===== src/rtl/irrigation_zone_controller.sv =====
// Multi-zone irrigation scheduler: round-robin zone watering, tank refill with hysteresis.
// Optional fill watchdog (sticky ALARM) enabled by defining IRRIGATION_FILL_WATCHDOG_EN.
module irrigation_zone_controller #(
  parameter int ZONES       = 2,
  parameter int LEVEL_W     = 3,
  parameter int LOW_LEVEL   = 1,
  parameter int HIGH_LEVEL  = 6,
  parameter int DWELL_TICKS = 8,
  parameter int FILL_TICKS  = 32,
  parameter int TIMER_W     = 8,
  localparam int ZW         = (ZONES > 1) ? $clog2(ZONES) : 1
) (
  input  logic               clock,
  input  logic               reset_pulse,
  input  logic               tick,
  input  logic [LEVEL_W-1:0] water_level,
  input  logic [ZONES-1:0]   zone_request,
  input  logic [ZONES-1:0]   zone_mode,
  output logic               filling,
  output logic [ZONES-1:0]   sprinkler,
  output logic [ZONES-1:0]   dripper,
  output logic [ZW-1:0]      active_zone,
  output logic [1:0]         state,
  output logic               alarm
);

  localparam logic [1:0] S_IDLE     = 2'b00;
  localparam logic [1:0] S_WATERING = 2'b01;
  localparam logic [1:0] S_FILLING  = 2'b10;
  localparam logic [1:0] S_ALARM    = 2'b11;

  localparam logic [LEVEL_W-1:0] LOW_C     = LEVEL_W'(LOW_LEVEL);
  localparam logic [LEVEL_W-1:0] HIGH_C    = LEVEL_W'(HIGH_LEVEL);
  localparam logic [TIMER_W-1:0] DWELL_C   = TIMER_W'(DWELL_TICKS);
  localparam logic [TIMER_W-1:0] TIMER_ONE = TIMER_W'(1);
  localparam logic [ZW:0]        ZONES_C   = (ZW+1)'(ZONES);
  localparam logic [ZW-1:0]      LAST_ZONE = ZW'(ZONES - 1);
`ifdef IRRIGATION_FILL_WATCHDOG_EN
  localparam logic [TIMER_W-1:0] FILL_LOAD = TIMER_W'(FILL_TICKS);
`else
  localparam logic [TIMER_W-1:0] FILL_LOAD = '0;
`endif

  if (HIGH_LEVEL <= LOW_LEVEL) begin : g_bad_thresholds
    $error("HIGH_LEVEL must be greater than LOW_LEVEL");
  end
  if (DWELL_TICKS < 1 || DWELL_TICKS >= 2**TIMER_W) begin : g_bad_dwell
    $error("DWELL_TICKS out of range for TIMER_W");
  end
  if (FILL_TICKS < 1 || FILL_TICKS >= 2**TIMER_W) begin : g_bad_fill
    $error("FILL_TICKS out of range for TIMER_W");
  end

  logic [1:0]         state_q, state_d;
  logic [ZW-1:0]      ptr_q, ptr_d;
  logic [ZW-1:0]      active_q, active_d;
  logic               mode_q, mode_d;
  logic [TIMER_W-1:0] timer_q, timer_d;

  logic               level_low, level_high, timer_last, req_active;
  logic [ZW-1:0]      next_ptr;
  logic [ZONES-1:0]   req_rot;
  logic               grant_found;
  logic [ZW-1:0]      grant_idx;
  logic [ZW:0]        grant_sum;

  assign level_low  = (water_level <= LOW_C);
  assign level_high = (water_level >= HIGH_C);
  assign timer_last = tick && (timer_q == TIMER_ONE);
  assign req_active = zone_request[active_q];
  assign next_ptr   = (active_q == LAST_ZONE) ? '0 : active_q + 1'b1;

  // Rotate so bit 0 is the pointer zone; the lowest set bit is the next grant.
  assign req_rot = ZONES'({zone_request, zone_request} >> ptr_q);

  always_comb begin
    grant_found = 1'b0;
    grant_idx   = '0;
    grant_sum   = '0;
    for (int i = ZONES - 1; i >= 0; i--) begin
      if (req_rot[i]) begin
        grant_found = 1'b1;
        grant_sum   = {1'b0, ptr_q} + (ZW+1)'(i);
        grant_idx   = (grant_sum >= ZONES_C) ? ZW'(grant_sum - ZONES_C) : ZW'(grant_sum);
      end
    end
  end

  // NOTE: every next-state signal is defaulted to its register first, so no path infers a latch.
  always_comb begin
    state_d  = state_q;
    ptr_d    = ptr_q;
    active_d = active_q;
    mode_d   = mode_q;
    timer_d  = timer_q;
    case (state_q)
      S_IDLE: begin
        if (level_low) begin
          state_d = S_FILLING;
          timer_d = FILL_LOAD;
        end else if (grant_found) begin
          state_d  = S_WATERING;
          active_d = grant_idx;
          mode_d   = zone_mode[grant_idx];
          timer_d  = DWELL_C;
        end
      end
      S_WATERING: begin
        if (level_low) begin
          state_d = S_FILLING;
          timer_d = FILL_LOAD;
          ptr_d   = next_ptr;
        end else if (timer_last || !req_active) begin
          state_d = S_IDLE;
          ptr_d   = next_ptr;
        end else if (tick) begin
          timer_d = timer_q - 1'b1;
        end
      end
      S_FILLING: begin
        if (level_high) begin
          state_d = S_IDLE;
`ifdef IRRIGATION_FILL_WATCHDOG_EN
        end else if (timer_last) begin
          state_d = S_ALARM;
        end else if (tick) begin
          timer_d = timer_q - 1'b1;
`endif
        end
      end
      default: state_d = S_ALARM;
    endcase
  end

  // NOTE: state registers use non-blocking assignments so every flop samples pre-edge values.
  always_ff @(posedge clock or posedge reset_pulse) begin
    if (reset_pulse) begin
      state_q  <= S_IDLE;
      ptr_q    <= '0;
      active_q <= '0;
      mode_q   <= 1'b0;
      timer_q  <= '0;
    end else begin
      state_q  <= state_d;
      ptr_q    <= ptr_d;
      active_q <= active_d;
      mode_q   <= mode_d;
      timer_q  <= timer_d;
    end
  end

  // Moore decode of registered state only, so reset clears every valve with no glitch path.
  always_comb begin
    sprinkler = '0;
    dripper   = '0;
    for (int i = 0; i < ZONES; i++) begin
      sprinkler[i] = (state_q == S_WATERING) &&  mode_q && (active_q == ZW'(i));
      dripper[i]   = (state_q == S_WATERING) && !mode_q && (active_q == ZW'(i));
    end
  end

  assign filling     = (state_q == S_FILLING);
  assign active_zone = active_q;
  assign state       = state_q;
`ifdef IRRIGATION_FILL_WATCHDOG_EN
  assign alarm = (state_q == S_ALARM);
`else
  assign alarm = 1'b0;
`endif

endmodule

===== config.mk =====
export PLATFORM = sky130hd
export DESIGN_NAME = irrigation_zone_controller
export DESIGN_NICKNAME = d
export VERILOG_FILES = /design/src/rtl/irrigation_zone_controller.sv
export SDC_FILE = /design/constraint.sdc
export NUM_CORES = 1
export LEC_CHECK = 0
export ABC_CLOCK_PERIOD_IN_PS = 2200
export BUFFER_PORTS_ARGS = -buffer_cell sky130_fd_sc_hd__buf_4
export CAP_MARGIN = 20
export CORE_UTILIZATION = 36
export DETAILED_ROUTE_END_ITERATION = 16
export PLACE_DENSITY_LB_ADDON = 0.25
export SETUP_SLACK_MARGIN = 0.1
export SYNTH_ARGS = -nofsm -noshare
export SYNTH_HDL_FRONTEND = slang
export SYNTH_SLANG_ARGS = --single-unit
export TNS_END_PERCENT = 5

===== constraint.sdc =====
create_clock -name clock -period 2.2 [get_ports clock]
set_input_delay 0.44 -clock clock [delete_from_list [all_inputs] [get_ports clock]]
set_output_delay 0.44 -clock clock [all_outputs]
set_load 0.1 [all_outputs]

Yosys cells after proc, flatten, opt, wreduce, memory -nomap -nowiden
Cells that the tools add are included.
- bits of input ports: 10
- output and inout port bits: 9
- word-level logic and storage cells: 69
- register bits: 13
- $lt $le $gt $ge: 6
- shift operators: 1
- muxes and demuxes: 25
- reduce and logical (&&, ||, !) cells: 17
- add/sub/neg operators: 5
- equal/unequal tests: 8
- bitwise operators: 2
- operators with widths (cell ; number):
    2-to-1 mux 8 bit ; 5
    one-hot mux 8 bit (2 select lines) ; 1
    2-to-1 mux 1 bit ; 13
    != test 3 bit, second input constant ; 4
    2-to-1 mux 2 bit ; 5
    equality test 8 x 1 -> 1 bit, second input constant ; 1
    subtractor 8 x 1 -> 8 bit, second input constant ; 1
    logical AND 1 bit ; 7
    one-hot mux 2 bit (3 select lines) ; 1
    AND reduction 3 bit ; 2
    less-than comparator 1 x 2 -> 1 bit, second input constant ; 2
    AND reduction 4 bit ; 1
    nonzero test 2 bit ; 2
    >> shifter 4 x 1 -> 2 bit ; 1
    greater-or-equal comparator 3 bit, second input constant ; 1
    <= comparator 3 x 1 -> 1 bit, second input constant ; 1
    adder 1 x 1 -> 2 bit, second input constant ; 1
    equality test 2 x 1 -> 1 bit, second input constant ; 1
    equality test 2 bit, second input constant ; 1
    greater-or-equal comparator 1 x 2 -> 1 bit, second input constant ; 1
    greater-or-equal comparator 2 bit, second input constant ; 1
    logical NOT 1 bit ; 2
    logical NOT 2 bit ; 1
    != test 2 x 1 -> 1 bit, second input constant ; 1
    other kinds (5) ; 7

Logic depth before layout (Yosys ltp)
- depth after elaboration: 7
- depth in mapped cells: 7

Least setup slack after synthesis
Ideal clock, no wire load.
- kind: register to output
- from: register state_q[0] (netlist: state[0])
- to: output port dripper[0]
- cell stages (with the launch flop): 4
- data arrival time: 3596 ps
- buffers on the path: 1
- setup slack: -1836 ps
- path through: dfrtp_1 ha_1 buf_2 nor3b_1
- longest elaborated chain between the ends: 3
- RTL lines (item ; RTL line ; source):
    start, declared ; 54 ; logic [1:0] state_q, state_d;
    start signal, assigned ; 144 ; state_q <= state_d;
    equality test 2 x 1 -> 1 bit ; 158 ; dripper[i] = (state_q == S_WATERING) && !mode_q && (active_q == ZW'(i));
    logical AND 1 bit (2 in series) ; 158 ;
    end, declared ; 21 ; output logic [ZONES-1:0] dripper,
No other way between the ends.

Worst setup path after layout
- from: register state_q[1] (netlist: state[1])
- to: output port dripper[0]
Same word-level chain as after synthesis.

==> run_results.csv <==
group,metric,value,unit
status,status,"finished clean",
grt,grt-ovfl-total,0,
final_layout,layout_commonest_cell,"buf_4",
grt,antenna_found_initial,0,
clocking,clk_path_buf_depth,2,
clocking,cts_tree,"built",
synth,yosysWarningCount,0,
final_layout,mostFrequentLayoutCells,"buf_4, dfrtp_1, o21ai_0, inv_1",
clocking,postCtsSetupRepairBufs,0,
clocking,insertion_delay,300,ps
synth,synth-edff-count,0,
floorplanning,die_h,52.8,um
critical_path,arrival,1600,ps
final_layout,layoutNonFillerInstCount,149,
grt,gr-usage-all-layers,0.169,
final_layout,multiInputGateArea,594,um2
synth,synth_cells,99,
floorplanning,coreArea,0.00245,mm2
critical_path,path_class,"flip-flop to output pin",
critical_path,cp.required,1760,ps
clocking,postCtsHoldBufs,0,
placed_design,dp_cells,145,
clocking,htreeDepth,1,
synth,synth_flop_cell,"dfrtp_1",
placed_design,gp_congestion,0.758,
hold_path,hold_path_class,"input port to asynchronous set/reset pin",
sta,rsz0062_at_grt,"no",
clocking,clk_pin_slew_worst_paths,90,ps
final_layout,antenna_cells,0,
grt,grt_max_degree,14,
sta,tightest_slew,536,ps
synth,synthesis.nets,114,
grt,grt_pass1_wl,3.33,mm
drt,via_per_inst,5.21,
critical_path,cp-end-kind,"output pin",
drt,drt_iter0_drc,10,
final_layout,n_fill_cell,231,
synth,seq_area_frac_synth,0.350,
floorplanning,rows,18,
sta,fin_crit,2040,ps
sta,slew_viol_final,0,
final_layout,seq_area,334,um2
placed_design,dp_hpwl,1.49,mm
sta,relSlewSlack,0.633,
synth,ys_seq_elements,13,
synth,synth.avg_cell_area,9.39,um2
floorplanning,start_util,0.379,
critical_path,startpoint_type,"flip-flop",
final_layout,final_util,0.483,
clocking,numCtsBuffers,3,
final_layout,nNetsFinal,135,
placed_design,portBuffers,16,
clocking,cts.sinks,13,
sta,setup_violations,0,
sta,min_period_over_period,0.927,
floorplanning,die-area,0.00279,mm2
synth,synthArstFlopShare,1.00,
sta,fmax,0.491,GHz
floorplanning,boundaryPins,19,
clocking,ctsResizeCount,8,
final_layout,area_delta_synth_final,27.5,%
sta,fin_worst_skew,4.81,ps
final_layout,final_layout_size_suffix_gt1_frac,0.353,
drt,ant_nets,0,
drt,drc,0,
drt,route.vias.total,777,
synth,synth_area,930,um2
critical_path,path_max_fanout,7,
clocking,cts-root-buf,"clkbuf_4",
grt,grt_pass1_vias,746,
floorplanning,fp.dieW,52.8,um
drt,drt_wl_total,1.88,mm
drt,wire_per_inst,12.6,um
sta,finalHoldViolCount,0,
synth,ys_types,38,
job,maxCapViolCount,0,
drt,first_pass_iters,4,
[kinds of logic after synthesis]
family,synth area share
adders and majority gates,0.0673
AOI/OAI and AO/OA,0.256
muxes,0.0552
DFF,0.350
and+or+nand+nor,0.218
other,0.00403
buffers and inverters,0.0498
[Yosys cell counts (2+ instances only)]
| cell type | number | area (um2) |
|---|---|---|
| nor3_2 | 2 | 20.0 |
| o31ai_1 | 3 | 22.5 |
| dfrtp_1 | 13 | 325 |
| o21ai_0 | 9 | 45.0 |
| nor2_1 | 8 | 30.0 |
| mux2i_1 | 4 | 40.0 |
| ha_1 | 5 | 62.6 |
| a31oi_1 | 4 | 25.0 |
| nand2_1 | 7 | 26.3 |
| nor3b_1 | 2 | 15.0 |
| o21a_1 | 2 | 15.0 |
| inv_1 | 9 | 33.8 |
| a21oi_1 | 4 | 20.0 |
| and3_1 | 2 | 12.5 |
| and2_1 | 2 | 12.5 |
[state kept, by name (all words and copies together), names as in the netlist]
signal / count
active_zone: 1
ptr_q: 1
mode_q: 1
timer_q: 8
state: 2
[stage by stage]
step	hold WS [ps]	TNS [ps]	cell area, um2	setup WS [ps]
4_1_cts	182	0	1180	158
3_3_place_gp	508	0	1120	289
3_5_place_dp	510	0	1120	268
6_report	161	0	1180	161
5_1_grt	214	0	1180	104
2_1_floorplan	317	-106	962	-106
[worst paths after layout]
| kind | start | endpoint | slack (ps) | depth (start not counted) |
|---|---|---|---|---|
| hold / removal | reset_pulse | state[1] | 160 | 2 |
| hold reg to reg | ptr_q | ptr_q | 520 | 2 |
| max in group asynchronous | reset_pulse | state[0] | 1660 | 2 |
| setup / recovery | state[1] | dripper[0] | 160 | 5 |
| setup reg to reg | timer_q[0] | timer_q[6] | 330 | 6 |
| min in group clock | zone_mode[1] | mode_q | 480 | 3 |
[cell type report]
type,count,area share
clock buffers,4,0.0222
inverters,9,0.0285
multi-input cells,75,0.502
flip-flops and latches,13,0.282
well taps,30,0.0317
repair buffers,18,0.134
[per-layer routing]
layer  vias up  GRT usage  wire length (um)
li1        402          -                 -
met1       361      0.225               919
met2        10      0.251               893
met3         4     0.0261                34
met4         0      0.110                35
met5         -          0                 0
[critical path, cell delays in order, from the launching register on]
cell	delay, ps
dfrtp_4	510
inv_2	80
ha_4	160
buf_4	120
nor3b_4	210
buf_12	200
Power is left out: the tool's default activity adds up to more than one toggle a clock period on the data nets, which glitch-free logic cannot reach.
